[config.mk]
export PLATFORM = sky130hd
export DESIGN_NAME = riscv_isu
export DESIGN_NICKNAME = d
export VERILOG_FILES = /design/src/rtl/riscv_pkg.sv /design/src/rtl/riscv_regfile.sv /design/src/rtl/riscv_isu.sv
export SDC_FILE = /design/constraint.sdc
export NUM_CORES = 2
export LEC_CHECK = 0
export BUFFER_PORTS_ARGS = -buffer_cell sky130_fd_sc_hd__clkbuf_2
export CAP_MARGIN = 25
export CELL_PAD_IN_SITES_DETAIL_PLACEMENT = 1
export CELL_PAD_IN_SITES_GLOBAL_PLACEMENT = 1
export CORE_MARGIN = 2
export CORE_UTILIZATION = 30
export CTS_BUF_LIST = sky130_fd_sc_hd__clkbuf_16
export CTS_CLUSTER_DIAMETER = 40
export CTS_CLUSTER_SIZE = 30
export DETAILED_ROUTE_END_ITERATION = 6
export GPL_ROUTABILITY_DRIVEN = 1
export PLACE_DENSITY = 0.57
export SYNTH_ARGS = -nofsm -noshare
export SYNTH_HDL_FRONTEND = slang
export SYNTH_HIERARCHICAL = 1
export SYNTH_SLANG_ARGS = --single-unit
[constraint.sdc]
create_clock -name clock -period 12.22 [get_ports clock]
set_input_delay 2.444 -clock clock [delete_from_list [all_inputs] [get_ports clock]]
set_output_delay 2.444 -clock clock [all_outputs]
set_load 0.01 [all_outputs]
[src/rtl/riscv_pkg.sv]
// Shared types for the RISC-V pipeline: decoded packet and issue-unit state.
package riscv_pkg;

  typedef enum logic [3:0] {
    OP_NOP = 4'd0,
    OP_ADD = 4'd1,
    OP_SUB = 4'd2,
    OP_BEQ = 4'd3,
    OP_BNE = 4'd4,
    OP_LW  = 4'd5,
    OP_SW  = 4'd6,
    OP_JAL = 4'd7
  } op_t;

  typedef struct packed {
    logic [63:0] seq;
    logic [31:0] addr;
    logic [31:0] addr_next;
    logic [4:0]  rs1;
    logic [4:0]  rs2;
    logic [4:0]  rd;
    logic [31:0] immed;
    logic [31:0] data;
    op_t         op;
  } idu_t;

  typedef enum logic [0:0] {
    ISU_IDLE = 1'b0,
    ISU_WAIT = 1'b1
  } isu_state_t;

endpackage

[src/rtl/riscv_regfile.sv]
// Architectural register file: 32x32, two combinational read ports with
// same-cycle write bypass, one write port, x0 reads as zero.
module riscv_regfile (
  input  logic        clock,
  input  logic        reset,
  input  logic [4:0]  rd_idx_a,
  output logic [31:0] rd_data_a,
  input  logic [4:0]  rd_idx_b,
  output logic [31:0] rd_data_b,
  input  logic        wr_en,
  input  logic [4:0]  wr_idx,
  input  logic [31:0] wr_data
);

  logic [31:0] regs_r [32];

  // Clear every register on reset; otherwise commit write-back (x0 discarded).
  always_ff @(posedge clock) begin
    if (reset) begin
      for (int i = 0; i < 32; i++) begin
        regs_r[i] <= 32'd0;
      end
    end else if (wr_en && (wr_idx != 5'd0)) begin
      regs_r[wr_idx] <= wr_data;
    end
  end

  // Port A: zero for x0, forward a same-cycle write, else the stored value.
  always_comb begin
    rd_data_a = 32'd0;
    if (rd_idx_a == 5'd0) begin
      rd_data_a = 32'd0;
    end else if (wr_en && (wr_idx == rd_idx_a)) begin
      rd_data_a = wr_data;
    end else begin
      rd_data_a = regs_r[rd_idx_a];
    end
  end

  // Port B: same read rule as port A.
  always_comb begin
    rd_data_b = 32'd0;
    if (rd_idx_b == 5'd0) begin
      rd_data_b = 32'd0;
    end else if (wr_en && (wr_idx == rd_idx_b)) begin
      rd_data_b = wr_data;
    end else begin
      rd_data_b = regs_r[rd_idx_b];
    end
  end

endmodule

[src/rtl/riscv_isu.sv]
// In-order issue unit: buffers decoded packets, filters stale sequence
// numbers, issues one instruction per retire handshake and reads operands.
module riscv_isu
  import riscv_pkg::*;
#(
  parameter int DEPTH = 4
) (
  input  logic                       clock,
  input  logic                       reset,
  input  logic                       in_vld,
  output logic                       in_rdy,
  input  idu_t                       in_idu,
  output logic                       exu_vld,
  output idu_t                       exu_idu,
  output logic [31:0]                rs1_data,
  output logic [31:0]                rs2_data,
  input  logic                       register_write_en,
  input  logic [4:0]                 register_write,
  input  logic [31:0]                register_write_data,
  input  logic                       exu_retire,
  input  logic                       flush,
  input  logic [63:0]                flush_seq,
  output logic [$clog2(DEPTH+1)-1:0] occupancy
);

  localparam int PTR_W = $clog2(DEPTH);
  localparam int OCC_W = $clog2(DEPTH + 1);

  idu_t             fifo_r [DEPTH];
  logic [PTR_W-1:0] rd_ptr_r;
  logic [PTR_W-1:0] wr_ptr_r;
  logic [OCC_W-1:0] occ_r;
  logic [63:0]      exp_seq_r;
  isu_state_t       state_r;
  isu_state_t       state_nxt_s;

  logic             full_s;
  logic             empty_s;
  logic             push_s;
  logic             issue_s;
  idu_t             head_s;
  logic [31:0]      rf_rs1_s;
  logic [31:0]      rf_rs2_s;

  logic             exu_vld_r;
  idu_t             exu_idu_r;
  logic [31:0]      rs1_data_r;
  logic [31:0]      rs2_data_r;

  assign full_s    = (occ_r == OCC_W'(DEPTH));
  assign empty_s   = (occ_r == {OCC_W{1'b0}});
  assign head_s    = fifo_r[rd_ptr_r];
  // A packet is consumed whenever accepted; only the expected seq is kept.
  assign push_s    = in_vld && !full_s && !flush && (in_idu.seq == exp_seq_r);
  assign in_rdy    = !full_s;
  assign occupancy = occ_r;
  assign exu_vld   = exu_vld_r;
  assign exu_idu   = exu_idu_r;
  assign rs1_data  = rs1_data_r;
  assign rs2_data  = rs2_data_r;

  riscv_regfile u_regfile (
    .clock     (clock),
    .reset     (reset),
    .rd_idx_a  (head_s.rs1),
    .rd_data_a (rf_rs1_s),
    .rd_idx_b  (head_s.rs2),
    .rd_data_b (rf_rs2_s),
    .wr_en     (register_write_en),
    .wr_idx    (register_write),
    .wr_data   (register_write_data)
  );

  // Issue decision: flush forces IDLE; a retire in WAIT frees the slot.
  always_comb begin
    state_nxt_s = state_r;
    issue_s     = 1'b0;
    if (flush) begin
      state_nxt_s = ISU_IDLE;
    end else begin
      case (state_r)
        ISU_IDLE: begin
          if (!empty_s) begin
            issue_s     = 1'b1;
            state_nxt_s = ISU_WAIT;
          end else begin
            state_nxt_s = ISU_IDLE;
          end
        end
        ISU_WAIT: begin
          if (exu_retire) begin
            if (!empty_s) begin
              issue_s     = 1'b1;
              state_nxt_s = ISU_WAIT;
            end else begin
              state_nxt_s = ISU_IDLE;
            end
          end else begin
            state_nxt_s = ISU_WAIT;
          end
        end
        default: begin
          state_nxt_s = ISU_IDLE;
        end
      endcase
    end
  end

  // FIFO storage; contents are don't-care while the entry is unoccupied.
  always_ff @(posedge clock) begin
    if (push_s) begin
      fifo_r[wr_ptr_r] <= in_idu;
    end
  end

  // Pointers, occupancy and expected sequence; flush resynchronises all.
  always_ff @(posedge clock) begin
    if (reset) begin
      rd_ptr_r  <= {PTR_W{1'b0}};
      wr_ptr_r  <= {PTR_W{1'b0}};
      occ_r     <= {OCC_W{1'b0}};
      exp_seq_r <= 64'd0;
    end else if (flush) begin
      rd_ptr_r  <= {PTR_W{1'b0}};
      wr_ptr_r  <= {PTR_W{1'b0}};
      occ_r     <= {OCC_W{1'b0}};
      exp_seq_r <= flush_seq;
    end else begin
      if (push_s) begin
        wr_ptr_r  <= wr_ptr_r + 1'b1;
        exp_seq_r <= exp_seq_r + 64'd1;
      end
      if (issue_s) begin
        rd_ptr_r <= rd_ptr_r + 1'b1;
      end
      case ({push_s, issue_s})
        2'b10:   occ_r <= occ_r + 1'b1;
        2'b01:   occ_r <= occ_r - 1'b1;
        default: occ_r <= occ_r;
      endcase
    end
  end

  // FSM state register.
  always_ff @(posedge clock) begin
    if (reset) begin
      state_r <= ISU_IDLE;
    end else begin
      state_r <= state_nxt_s;
    end
  end

  // Issue outputs: pulse valid, capture packet and operands on issue.
  always_ff @(posedge clock) begin
    if (reset) begin
      exu_vld_r  <= 1'b0;
      exu_idu_r  <= '0;
      rs1_data_r <= 32'd0;
      rs2_data_r <= 32'd0;
    end else begin
      exu_vld_r <= issue_s;
      if (issue_s) begin
        exu_idu_r  <= head_s;
        rs1_data_r <= rf_rs1_s;
        rs2_data_r <= rf_rs2_s;
      end
    end
  end

endmodule

==> summary by stage <==
Logic synthesis
In this run the cell area of the synthesized design comes to 99900 sq um. Yosys instantiated no cell more often than edfxtp_1. Counting instances in the post-synthesis netlist gives the leading cell types as edfxtp_1 (1868), and2_1 (1005), nand2_1 (630). The number of enable-type register cells in the synthesized netlist is 1868. Counting every instance in the synthesized netlist gives between 6000 and 7000.

The portion of the post-synthesis area used by sequential elements is 0.632. The synthesis warning total is 6. The top cell type by total area after synthesis is edfxtp_1. Each instance of the synthesized netlist takes up on average 14.7 sq um. Counting distinct cell types in the post-synthesis netlist gives 73. The top cell type's share of synthesized area is 0.562. In the synthesized netlist the async set-or-reset flop fraction comes to 0. Ranked by total cell area, the synthesized netlist is headed by edfxtp_1 (56%), mux4_2 (14%), dfxtp_1 (7.0%). The most used flip-flop cell after synthesis is edfxtp_1.

Counting flops and latches in the post-synthesis netlist gives 2218.

Worst setup path
For the worst flop-to-flop path, the logic depth is 12. STA classifies the critical path startpoint as an input port. The critical path is of the in -> reg type. The arrival time of data at the critical path endpoint is 6.76 ns. The critical path contains buffers and inverters numbering 4 combined. For this design, the slowest cell found on the critical path is buf_4. The critical path goes through clkbuf_2 > xnor2_1 > nand4_1 > nor3_1 > nand2_1 > nor3_4 > buf_4 > and2_4 > buf_12 > buf_4. The register-to-register setup slack is 5.97 ns. The cell seen most often among critical-path stages is buf_4.

The critical path data required time is 12.72 ns. Of all nets on the critical path, the largest fanout is 131. In this design, the stage delay of the slowest critical-path cell is 0.71 ns.

The endpoint identified for the worst register-to-register timing path is rs1_data[2]. The worst setup path is captured at a register. Broken down by cell family, the worst path's largest delay share belongs to buffers and inverters.

Timing
The number of endpoints with negative hold slack in the final report is 0. Setup slack closes at 5.96 ns. For the pin with the worst max-slew slack, the measured transition is 1.20 ns. On the final layout, the worst clock skew is 0.0883 ns. The post-layout minimum cycle time is 6.26 ns. Setup violations remaining at the end of the flow were counted as 0. Setup repair after global routing left no endpoint under its margin. In this run the tightest slew margin relative to its limit is 0.198. Dividing the final minimum period by the clock period gives 0.512. The setup total negative slack is 0 ns.

The max-slew violation count is 0. Timing would allow up to about 160 MHz.

Power and ir drop
The internal power of the cells totals about 16 mW. The part of the power in registers is 0.416. The highest ir drop seen on vdd is 0.144 mV. The power density relative to cell area is approximately 170 nW/um^2. Of the total power, the share spent switching nets is 0.232. Summed over all nets, the switching power comes to 4.76 mW. In this run the static leakage power is 42.0 nW. Of the total power, combinational logic draws 0.036. The power share of the clock group is 0.548.

Clocking
TritonCTS built the clock tree. The root buffer cell chosen for the clock tree is clkbuf_16. The count of clock tree sinks is 2218. For the worst-skew pair, the clock arrives at the later sink with an insertion delay of 0.94 ns. The level count of the clock H-tree is 5.

The clock passes through at most 4 buffers. The CTS clock-pin slew for the worst setup and hold paths is approximately 0.050 ns. For this design, the CTS-stage hold fixing added 0 buffers. After clock tree synthesis, the repair step resized 0 gates.

The number of clock buffers added by TritonCTS is 397. The number of setup buffers added after CTS is 0.

Detailed routing
The initial detailed-routing violation count is 6744. The routed design uses ~34000 um of met3 wire. The average detailed-routed wire length per instance is between 30 and 40 um. The routed via count divided by cell count is 5.45. The total routed wire length on the met1 layer is 154000 um. Routed signal wires occupy layers up through met5. The via total after detailed routing is 66232. The sum of routed wire length over all layers is 391000 um. The routed length on met2 is 184000 um. The length of the first detailed-routing pass in iterations is 5. The number of nets still failing antenna checks after routing is 0. The post-route DRC violation count is 0.

Floorplan
The core footprint is 331000 sq um. For this configuration, the core starts out at a cell density of 0.302. The number of primary I/O pins is 598.

The die covers 338000 sq um. The height of the chip is 581 um. The row count is 211. The horizontal die dimension is around 580 um.

Cells and area
The fraction of layout cells with a size suffix above 1 is 0.284. Excluding fillers, the count of instances in the completed layout stands at between 10000 and 15000. The core occupancy in the finished layout is 0.369.

The layout-stage area growth over the synthesis result is 22.2%. The net total in the final layout is 7725.

Placed design
Routability-driven placement finished with a final weighted congestion of 0.910. After legalization and detailed placement, the total HPWL measured 254000 um. The number of port buffers is slightly below 600. OpenSTA, run right after detailed placement, puts the worst setup slack at 5.12 ns.

The total placed cells including tap cells is 11362.

Global routing
The global-route wire length before repair is 542000 um. The initial antenna violation count is 88. Across every metal layer, demand over resource in global routing totals 0.225. Global routing finished with a remaining overflow of 0. Entering global routing, the biggest net connects 138 pins. The via count of the first global-routing pass is 68357.

Min path
The startpoint of the tightest hold check path is exu_idu[46]. The hold-critical path depth is 2. The type of the tightest min-delay check is reg -> reg.

The path with the worst hold slack has its endpoint at exu_idu[46].

Flow run
The number of maximum-capacitance constraint violations is 0.

Run status
The run finished with clean final reports.
==> placed cells by master, fill, tap and decap left out, types with 23 or more instances in the layout <==
cell type,Yosys,routed
edfxtp_1,1868,1868
o221ai_1,42,42
a22o_1,56,56
clkinv_4,0,29
o21ai_0,32,31
buf_4,22,159
a311oi_1,24,24
a21oi_1,361,361
and3_1,23,23
nand4_1,47,47
nor2_4,0,35
clkbuf_2,0,596
clkinvlp_4,0,60
bufinv_16,0,46
a22oi_1,140,140
nand2_1,630,630
o22ai_1,43,43
clkinv_1,1,46
diode_2,0,30
clkinv_2,0,46
buf_12,0,29
inv_6,0,53
mux2i_1,284,284
clkbuf_16,0,410
nor2b_1,27,23
nand3_1,55,55
nand2b_1,40,40
nor4_1,33,31
xnor2_1,50,50
dfxtp_1,350,348
mux4_2,599,592
inv_1,36,68
conb_1,1,32
nor2_1,107,72
or2_2,36,36
and2_1,1005,1000
==> power by group through the flow <==
stage | combinational (mW) | clock (mW) | sequential (mW)
6_report | 0.748 | 11.3 | 8.55
5_1_grt | 0.775 | 11.8 | 8.57
4_1_cts | 0.742 | 11.4 | 8.55
3_5_place_dp | 0.739 | 0 | 8.69
3_3_place_gp | 0.714 | 0 | 8.68
2_1_floorplan | 0.350 | 0 | 8.63
==> metrics by stage <==
| step | hold WS, ns | cell area, sq um | power [mW] |
|---|---|---|---|
| 3_5_place_dp | 0.449 | 108000 | 9.43 |
| 6_report | 0.455 | 122000 | 20.6 |
| 2_1_floorplan | 0.465 | 100000 | 8.98 |
| 4_1_cts | 0.456 | 122000 | 20.7 |
| 3_3_place_gp | 0.442 | 108000 | 9.39 |
| 5_1_grt | 0.469 | 122000 | 21.1 |
==> cells by family after synthesis <==
| kind of cell | count (synthesis) | share of synthesized area |
|---|---|---|
| and+or+nand+nor | 2099 | 0.114 |
| other | 1 | 0.0000375 |
| xor gates and xnor gates | 58 | 0.00509 |
| muxes | 888 | 0.164 |
| buffers and inverters | 632 | 0.0259 |
| adders and majority gates | 7 | 0.000952 |
| DFF | 2218 | 0.632 |
| AOI/OAI and AO/OA | 870 | 0.0585 |
==> worst min-delay path: cells and delay by family, from the launching register on <==
family             cells  cell delay [ns]
DFF                    1             0.30
and+or+nand+nor        1             0.05
AOI/OAI and AO/OA      1             0.05
==> cell type report <==
| type | count | area, sq um |
|---|---|---|
| multi-input combinational | 3954 | 34800 |
| antenna | 30 | 75.1 |
| inverter | 39 | 154 |
| fill | 34008 | 209000 |
| sequential | 2218 | 63100 |
| clock inverter | 337 | 3410 |
| tap | 4366 | 5460 |
| timing repair buffer | 790 | 4860 |
| clock buffer | 410 | 10300 |
==> layer usage <==
| layer | global-route usage | vias up |
|---|---|---|
| met5 | 0 | - |
| met4 | 0.102 | 58 |
| met3 | 0.0558 | 752 |
| met2 | 0.366 | 2976 |
| met1 | 0.284 | 35051 |
| li1 | - | 27395 |
==> worst max-delay path by stage <==
stage / from / to / slack [ns] / cells past startpoint
after floorplan: in_idu[181] / fifo_r[0][0] / 2.29 / 8
after global placement: in_idu[193] / fifo_r[1][153] / 5.13 / 10
after detailed placement: in_idu[193] / fifo_r[1][153] / 5.12 / 10
after CTS: register / rs1_data[2] / 5.87 / 12
after global routing: in_idu[193] / fifo_r[1][105] / 5.79 / 10
final: in_idu[193] / fifo_r[1][100] / 5.96 / 10
==> sequential cells by signal, summed over array words and instances, names as in the netlist, named ones only <==
| name | count |
|---|---|
| exu_idu | 211 |
| rs1_data | 32 |
| rd_ptr_r | 2 |
| fifo_r | 844 |
| state_r | 1 |
| exp_seq_r | 64 |
| u_regfile/regs_r | 1024 |
| wr_ptr_r | 2 |
| occupancy | 3 |
| rs2_data | 32 |
| exu_vld | 1 |
No activity file was read; power rests on OpenSTA's default activity.
